File: config.mk
export PLATFORM = sky130hd
export DESIGN_NAME = connect_kbd_riscv
export DESIGN_NICKNAME = d
export VERILOG_FILES = /design/src/rtl/riscv_io_pkg.sv /design/src/rtl/sync_byte_fifo.sv /design/src/rtl/connect_kbd_riscv.sv
export SDC_FILE = /design/constraint.sdc
export NUM_CORES = 1
export LEC_CHECK = 0
export ABC_AREA = 0
export CAP_MARGIN = 10
export CORE_ASPECT_RATIO = 1.4
export CORE_MARGIN = 2
export CORE_UTILIZATION = 35
export DETAILED_ROUTE_END_ITERATION = 16
export PLACE_DENSITY = 0.56
export SKIP_CTS_REPAIR_TIMING = 1
export SLEW_MARGIN = 40
export SYNTH_ARGS = -nofsm -noshare
export SYNTH_HDL_FRONTEND = slang
export SYNTH_SLANG_ARGS = --single-unit
File: constraint.sdc
create_clock -name clk -period 7.09 [get_ports clk]
set_input_delay 1.418 -clock clk [delete_from_list [all_inputs] [get_ports clk]]
set_output_delay 1.418 -clock clk [all_outputs]
set_load 0.1 [all_outputs]
File: src/rtl/riscv_io_pkg.sv
// Shared MMIO map and status-word layout for the RISC-V character I/O ports.
// Used by the keyboard receive path and its neighbours on the data bus.
package riscv_io_pkg;

   localparam logic [31:0] VGA_CHAR_ADDR = 32'd7756;
   localparam logic [31:0] KBD_DATA_ADDR = 32'd7760;
   localparam logic [31:0] KBD_STAT_ADDR = 32'd7764;
   localparam logic [31:0] KBD_CTRL_ADDR = 32'd7768;

   localparam int STAT_EMPTY_BIT = 0;
   localparam int STAT_FULL_BIT  = 1;
   localparam int STAT_OVF_BIT   = 2;
   localparam int STAT_CNT_LSB   = 8;

   localparam int CTRL_FLUSH_BIT = 0;
   localparam int CTRL_OVFCLR_BIT = 1;

   typedef struct packed {
      logic [15:0] rsvd_hi;
      logic [7:0]  count;
      logic [4:0]  rsvd_lo;
      logic        overflow;
      logic        full;
      logic        empty;
   } kbd_stat_t;

endpackage

File: src/rtl/sync_byte_fifo.sv
// Single-clock byte FIFO with occupancy count and one-cycle flush.
// Push is accepted when not full, or when a real pop happens the same cycle.
module sync_byte_fifo #(
   parameter int DEPTH = 16
) (
   input  logic                     clk,
   input  logic                     reset,
   input  logic                     i_push,
   input  logic                     i_pop,
   input  logic                     i_flush,
   input  logic [7:0]               i_din,
   output logic [7:0]               o_head,
   output logic [$clog2(DEPTH):0]   o_count,
   output logic                     o_full,
   output logic                     o_empty
);

   localparam int AW = $clog2(DEPTH);
   localparam int CW = AW + 1;

   logic [7:0]    r_mem [DEPTH];
   logic [AW-1:0] r_wr_ptr;
   logic [AW-1:0] r_rd_ptr;
   logic [CW-1:0] r_count;

   logic w_full;
   logic w_empty;
   logic w_do_pop;
   logic w_do_push;

   assign w_full    = (r_count == CW'(DEPTH));
   assign w_empty   = (r_count == '0);
   assign w_do_pop  = i_pop && !w_empty && !i_flush;
   assign w_do_push = i_push && !i_flush && (!w_full || w_do_pop);

   always_ff @(posedge clk or negedge reset) begin
      if (!reset) begin
         r_wr_ptr <= '0;
         r_rd_ptr <= '0;
         r_count  <= '0;
      end else if (i_flush) begin
         r_wr_ptr <= '0;
         r_rd_ptr <= '0;
         r_count  <= '0;
      end else begin
         if (w_do_push)
            r_wr_ptr <= r_wr_ptr + AW'(1);
         if (w_do_pop)
            r_rd_ptr <= r_rd_ptr + AW'(1);
         unique case ({w_do_push, w_do_pop})
            2'b10:   r_count <= r_count + CW'(1);
            2'b01:   r_count <= r_count - CW'(1);
            default: r_count <= r_count;
         endcase
      end
   end

   // Storage carries no reset; only pointers define validity.
   always_ff @(posedge clk) begin
      if (w_do_push)
         r_mem[r_wr_ptr] <= i_din;
   end

   assign o_head  = r_mem[r_rd_ptr];
   assign o_count = r_count;
   assign o_full  = w_full;
   assign o_empty = w_empty;

endmodule

File: src/rtl/connect_kbd_riscv.sv
// Keyboard receive port: buffers ASCII bytes and exposes them to the core
// as memory-mapped data, status and control registers.
module connect_kbd_riscv
   import riscv_io_pkg::*;
#(
   parameter int          DEPTH     = 16,
   parameter logic [31:0] DATA_ADDR = KBD_DATA_ADDR,
   parameter logic [31:0] STAT_ADDR = KBD_STAT_ADDR,
   parameter logic [31:0] CTRL_ADDR = KBD_CTRL_ADDR
) (
   input  logic        clk,
   input  logic        reset,
   input  logic [31:0] address,
   input  logic        read_en,
   input  logic        write_en,
   input  logic [31:0] data_wr,
   input  logic [7:0]  ascii_in,
   input  logic        ascii_valid,
   output logic [31:0] data_rd,
   output logic        rd_hit,
   output logic        rx_ready
);

   localparam int CW = $clog2(DEPTH) + 1;

   logic [7:0]    w_head;
   logic [CW-1:0] w_count;
   logic          w_full;
   logic          w_empty;
   logic          w_data_ld;
   logic          w_stat_ld;
   logic          w_ctrl_st;
   logic          w_flush;
   logic          w_ovf_clr;
   logic          w_ovf_evt;
   logic          w_pop;
   kbd_stat_t     w_stat;
   logic          w_unused;

   logic [31:0]   r_data_rd;
   logic          r_rd_hit;
   logic          r_ovf;

   assign w_data_ld = read_en && (address == DATA_ADDR);
   assign w_stat_ld = read_en && (address == STAT_ADDR);
   assign w_ctrl_st = write_en && !read_en && (address == CTRL_ADDR);
   assign w_flush   = w_ctrl_st && data_wr[CTRL_FLUSH_BIT];
   assign w_ovf_clr = w_stat_ld
                   || (w_ctrl_st && data_wr[CTRL_OVFCLR_BIT]);
   assign w_pop     = w_data_ld && !w_empty;
   // A byte lost to a full FIFO; a flush discards it silently instead.
   assign w_ovf_evt = ascii_valid && !w_flush && w_full && !w_pop;
   assign w_unused  = ^data_wr[31:2];

   sync_byte_fifo #(
      .DEPTH (DEPTH)
   ) u_fifo (
      .clk     (clk),
      .reset   (reset),
      .i_push  (ascii_valid),
      .i_pop   (w_data_ld),
      .i_flush (w_flush),
      .i_din   (ascii_in),
      .o_head  (w_head),
      .o_count (w_count),
      .o_full  (w_full),
      .o_empty (w_empty)
   );

   always_comb begin
      w_stat          = '0;
      w_stat.count    = 8'(w_count);
      w_stat.overflow = r_ovf;
      w_stat.full     = w_full;
      w_stat.empty    = w_empty;
   end

   always_ff @(posedge clk or negedge reset) begin
      if (!reset) begin
         r_ovf <= 1'b0;
      end else if (w_ovf_evt) begin
         r_ovf <= 1'b1;
      end else if (w_ovf_clr) begin
         r_ovf <= 1'b0;
      end
   end

   always_ff @(posedge clk or negedge reset) begin
      if (!reset) begin
         r_data_rd <= '0;
         r_rd_hit  <= 1'b0;
      end else begin
         r_rd_hit <= w_data_ld || w_stat_ld;
         unique case (1'b1)
            w_data_ld: r_data_rd <= {24'h0, w_empty ? 8'h00 : w_head};
            w_stat_ld: r_data_rd <= w_stat;
            default:   r_data_rd <= '0;
         endcase
      end
   end

   assign data_rd  = r_data_rd;
   assign rd_hit   = r_rd_hit;
   assign rx_ready = !w_empty;

endmodule

* Word-level counts from Yosys, hierarchy flattened
Memory sizes are Yosys's and may differ from the RTL's.
Cells that the tools add are included.
** Word-level totals
- Bits in latches :: 0
- Memories kept :: 1
- Input port bits :: 77
- Bits in writable memories :: 128
- Output and inout bits :: 34
- ROM bits :: 0
- Bits in registers :: 28
** Operators by class
- Equal/unequal tests :: 6
- Bitwise gates (word level) :: 0
- Multiply operators :: 0
- Reductions and logical operators :: 25
- Multiplexer cells :: 12
- Shift-type cells :: 0
- Order comparisons :: 0
- Add/sub/neg operators :: 4
- Div/mod/pow operators :: 0
** Memory list
- u_fifo.r_mem :: words 16, bits a word 8, rd ports 1, clocked after Yosys merged registers in 0, write ports 1, RTL line sync_byte_fifo.sv:21 : logic [7:0] r_mem [DEPTH];
** Operator list (count)
- $eq 32x13->1 const B :: 3
- $pmux 13 s2 :: 1
- $mux 4 :: 4
- $logic_and 1x1->1 :: 12
- $pmux 5 s2 :: 1
- $add 4x1->4 const B :: 2
- $mux 8 :: 1
- $reduce_bool 2->1 :: 3
- $add 5x1->5 const B :: 1
- $eq 5x5->1 const B :: 1
- $logic_not 1->1 :: 5
- $logic_not 5->1 :: 1
- $mux 5 :: 1
- $sub 5x1->5 const B :: 1
- $mux 1 :: 4
- $logic_or 1x1->1 :: 3
- $reduce_bool 3->1 :: 1
- $eq 2x1->1 const B :: 1
- $eq 2x2->1 const B :: 1

* Longest topological paths before layout
- Word-level depth :: 11
- Gate-level depth with buffers :: 11
- Mapped depth without buffers :: 10

* Hierarchy
Synthesis repeated with hierarchy kept, for this count alone.
** Second synthesis, totals
- Cell total of the unflattened synthesis :: 437
- Area, all modules :: 6767.7 µm²
** Modules (own cells, without submodules)
- sync_byte_fifo :: cells an instance 357, sequential area each 4169.0 µm², area an instance 5908.2 µm², times used 1
- connect_kbd_riscv :: cells an instance 80, sequential area each 375.4 µm², area an instance 859.6 µm², times used 1

* Least setup slack after synthesis
No wires, ideal clock.
- Kind :: in2reg
- Start point :: input port address[17]
- End point :: memory u_fifo.r_mem[0][0], enable pin
- Path buffers :: 0
- Arrival :: 3.526 ns
- Data required time :: 6.695 ns
- Setup time :: 0.395 ns
- Stages :: 5
- Setup slack :: 3.169 ns
- Path through :: nor4_2 -> nand2_2 -> nor4_4 -> o21ai_4 -> nor4_1
** Between the ends
- Cells in the longest elaborated chain, start to end :: 9
** RTL lines
- from (decl) :: RTL line connect_kbd_riscv.sv:13 : input logic [31:0] address,
- $eq 32x13->1 :: RTL line connect_kbd_riscv.sv:46 : assign w_ctrl_st = write_en && !read_en && (address == CTRL_ADDR);
- $logic_and 1x1->1 :: RTL line connect_kbd_riscv.sv:46
- $logic_and 1x1->1 :: RTL line connect_kbd_riscv.sv:47 : assign w_flush = w_ctrl_st && data_wr[CTRL_FLUSH_BIT];
- $logic_not 1->1 :: RTL line sync_byte_fifo.sv:33, sync_byte_fifo.sv:34
- $logic_and 1x1->1 :: RTL line sync_byte_fifo.sv:33 : assign w_do_pop = i_pop && !w_empty && !i_flush;
- $logic_or 1x1->1 :: RTL line sync_byte_fifo.sv:34 : assign w_do_push = i_push && !i_flush && (!w_full || w_do_pop);
- $logic_and 1x1->1 (*) :: RTL line sync_byte_fifo.sv:34
- $mux 1 (*) :: RTL line sync_byte_fifo.sv:60 : if (w_do_push)
- $mux 1 (implied by the code) (*) :: RTL line sync_byte_fifo.sv:61 : r_mem[r_wr_ptr] <= i_din;
- to (decl) :: RTL line sync_byte_fifo.sv:21
Mark *: on every way between the ends. The rest lies on a longest branch, timed or not.

* Worst setup path after layout
- Start point :: input port address[17]
- End point :: memory u_fifo.r_mem[1][0], enable pin
The elaborated chain is that of the path after synthesis.

==> out/results.ini <==
[global_route]
first_global_vias=3834
antenna_found_initial=0
overflow=0
grt_pass1_wl_mm=22.8
grt_use_total_pct=15.3
grt_start_max_net_pins=36

[min_path]
worstHoldStart=r_ovf
hold_path_class=flop to flop
min_path_cells=2
holdPathEnd=data_rd[2]

[route]
antenna_left=0
drt_first_pass_iters=4
vias=3641
vias_per_cell=5.04
drc_errors=0
wl_per_cell_microns=20.8
drt_iter0_drc=334
routed_wl_mm=15.1

[final_layout]
final_util_pct=43.6
final_layout_size_suffix_gt1_share_pct=29.3
n_antenna_cell=0
seq_area_sq_um=4550
multi_input_area_sq_um=2140
fin_cells=723
nNetsFinal=545
areaGrowthSynthToFinish_pct=22.9
fillers=1665

[critical_path]
critPathMaxFanout=11
crit_type=input pin to flop
critPathRequiredTime_ns=7.21
cp-end-kind=flop
r2r_cells=5
start_kind=input pin
timing.rr.end=data_rd[1]
r2r-start=u_fifo.r_rd_ptr[0]
regToRegSetupSlack_ns=4.48
arrival_ns=4.57

[cts]
cts_htree_levels=4
clk_pin_slew_ns=0.06
cts_root_buffer=clkbuf_16
clockBufferDepth=2
clkSinkCount=156
clk_latency_ns=0.41
cts_buffers=17
cts_tree=built

[yosys]
yosys_most_used_dff=edfxtp_1
synth_fa_ha_area_share_pct=1.11
ys_top_cells_by_area=edfxtp_1 (57%), mux4_2 (13%), dfrtp_1 (10%)
synthArstFlopShare_pct=17.9
ys_top_cells_by_count=edfxtp_1 (128), mux4_2 (40), dfrtp_1 (28)
synth_cell_type_count=49
yosysWarnings=0
synth-edff-count=128
ys_ff_latch=156
synthCells=381
synth_area_per_cell_sq_um=17.7
yosys-mux-area-fraction_pct=13.6
yosysTopAreaCell=edfxtp_1
synth_xor_area_share_pct=0.778
synth.top_cell.area_share_pct=56.9
synthSimpleGateAreaFrac_pct=11.3
ys_seq_area_share_pct=67.3
synth_top_family_by_area=multiplexers
syn-cell-area_sq_um=6760
post-synth-top-count-cell=edfxtp_1
synth_compound_area_share_pct=2.00

[placement]
gp_congestion=0.745
port_buffers=61
dp_cells=687
hpwl_mm=9.90
pre_cts_ws_ns=2.14

[timing]
layout_setup_ws_ns=2.64
clock_skew_ns=0.00635
finalHoldViolations=0
max_clock_freq_mhz=225
worst_slew_pin_slew_ns=0.845
tns_ns=0
drv_slew=0
period_needed_ns=4.45
post-route-period-util_pct=62.8
rsz0062_at_grt=no
setup_viol=0
maxSlewHeadroom_pct=43.3

[flow_run]
maxCapViolCount=0

[die]
die_y_microns=168
rows=60
pin_count=111
die_x_microns=121
dieArea_sq_um=20400
core_area_sq_um=19100
start_util_pct=35.4

[run_status]
status=completed

[pwr]
power.density_nw_per_um2=290
leakagePower_nw=2.81
vdd_drop_max_uv=163

layout make-up:
| type | instances | area share (%) |
|---|---|---|
| inverter | 10 | 0.452 |
| multi-input combinational | 196 | 25.8 |
| timing repair buffer | 81 | 8.48 |
| tap | 248 | 3.74 |
| sequential | 156 | 54.7 |
| clock inverter | 14 | 1.66 |
| clock buffer | 18 | 5.17 |
layer usage:
metal	track usage, %	vias up	part of all wire [%]
met5	0	-	0
met4	4.55	0	1.7
met3	3.15	15	5.7
met2	28.1	132	54
met1	18.0	1853	39
li1	-	1641	-
cell families (layout without fill, tap and decap cells):
family | Yosys count | count (layout)
buffers and inverters | 47 | 123
other | 1 | 19
AO/OA/AOI/OAI | 21 | 21
XOR/XNOR | 6 | 6
adder cells (fa/ha/maj) | 6 | 6
multiplexers | 42 | 42
flip-flops | 156 | 156
AND/OR/NAND/NOR | 102 | 102
how the worst max path moves through the flow:
stage                 from  depth (start not counted)  slack, ns                  to
3_5_place_dp   address[17]                          7       2.14  u_fifo.r_mem[3][4]
2_1_floorplan  address[17]                          5       3.17  u_fifo.r_mem[0][0]
5_1_grt        address[17]                          8       2.46  u_fifo.r_mem[1][0]
3_3_place_gp   address[17]                          7       2.22  u_fifo.r_mem[2][0]
6_report       address[17]                          8       2.64  u_fifo.r_mem[1][0]
4_1_cts        address[17]                          7       2.54  u_fifo.r_mem[3][0]
worst max-delay path: stages:
cell and delay (ns):
clkdlybuf4s50_1 0.41, nor4_2 0.51, nand2_2 0.17, nor4_4 0.60, o21ai_4 0.28, buf_6 0.24
nor4_2 0.62, buf_4 0.29
report_power, final:
| part | switching (mW) | leakage (nW) | total, mW | internal [mW] |
|---|---|---|---|---|
| Sequential | 0.0728 | 1.52 | 1.17 | 1.10 |
| Clock | 0.378 | 0.282 | 0.871 | 0.493 |
| Combinational | 0.239 | 1.01 | 0.369 | 0.130 |
through the flow:
step / total power, mW / hold slack, ns / instance area, sq um
4_1_cts: 2.42 / 0.542 / 8270
3_5_place_dp: 1.55 / 0.521 / 7700
3_3_place_gp: 1.52 / 0.491 / 7730
2_1_floorplan: 1.39 / 0.449 / 6820
5_1_grt: 2.51 / 0.554 / 8310
6_report: 2.41 / 0.534 / 8310
sequential cells by signal (all words and copies together), names as in the netlist:
register / cells
u_fifo.o_count: 5
u_fifo.r_wr_ptr: 4
r_ovf: 1
rd_hit: 1
u_fifo.r_mem: 128
u_fifo.r_rd_ptr: 4
data_rd: 13
cell usage in the layout, fill, tap and decap left out, drive strengths merged, types with 4 or more instances in the layout:
cell type / Yosys / final
nand4: 4 / 4
nor2: 10 / 10
mux4: 40 / 40
and3: 5 / 5
buf: 28 / 35
nand2: 15 / 15
nor4: 21 / 21
clkinv: 0 / 6
nor3: 12 / 12
nand3: 9 / 9
clkdlybuf4s50: 0 / 46
ha: 6 / 6
xor2: 4 / 4
nor2b: 6 / 6
clkbuf: 9 / 18
conb: 1 / 19
edfxtp: 128 / 128
dfrtp: 28 / 28
o21ai: 5 / 5
inv: 10 / 16
a21oi: 8 / 8
Note: power is estimated with default switching activity, not from simulation.
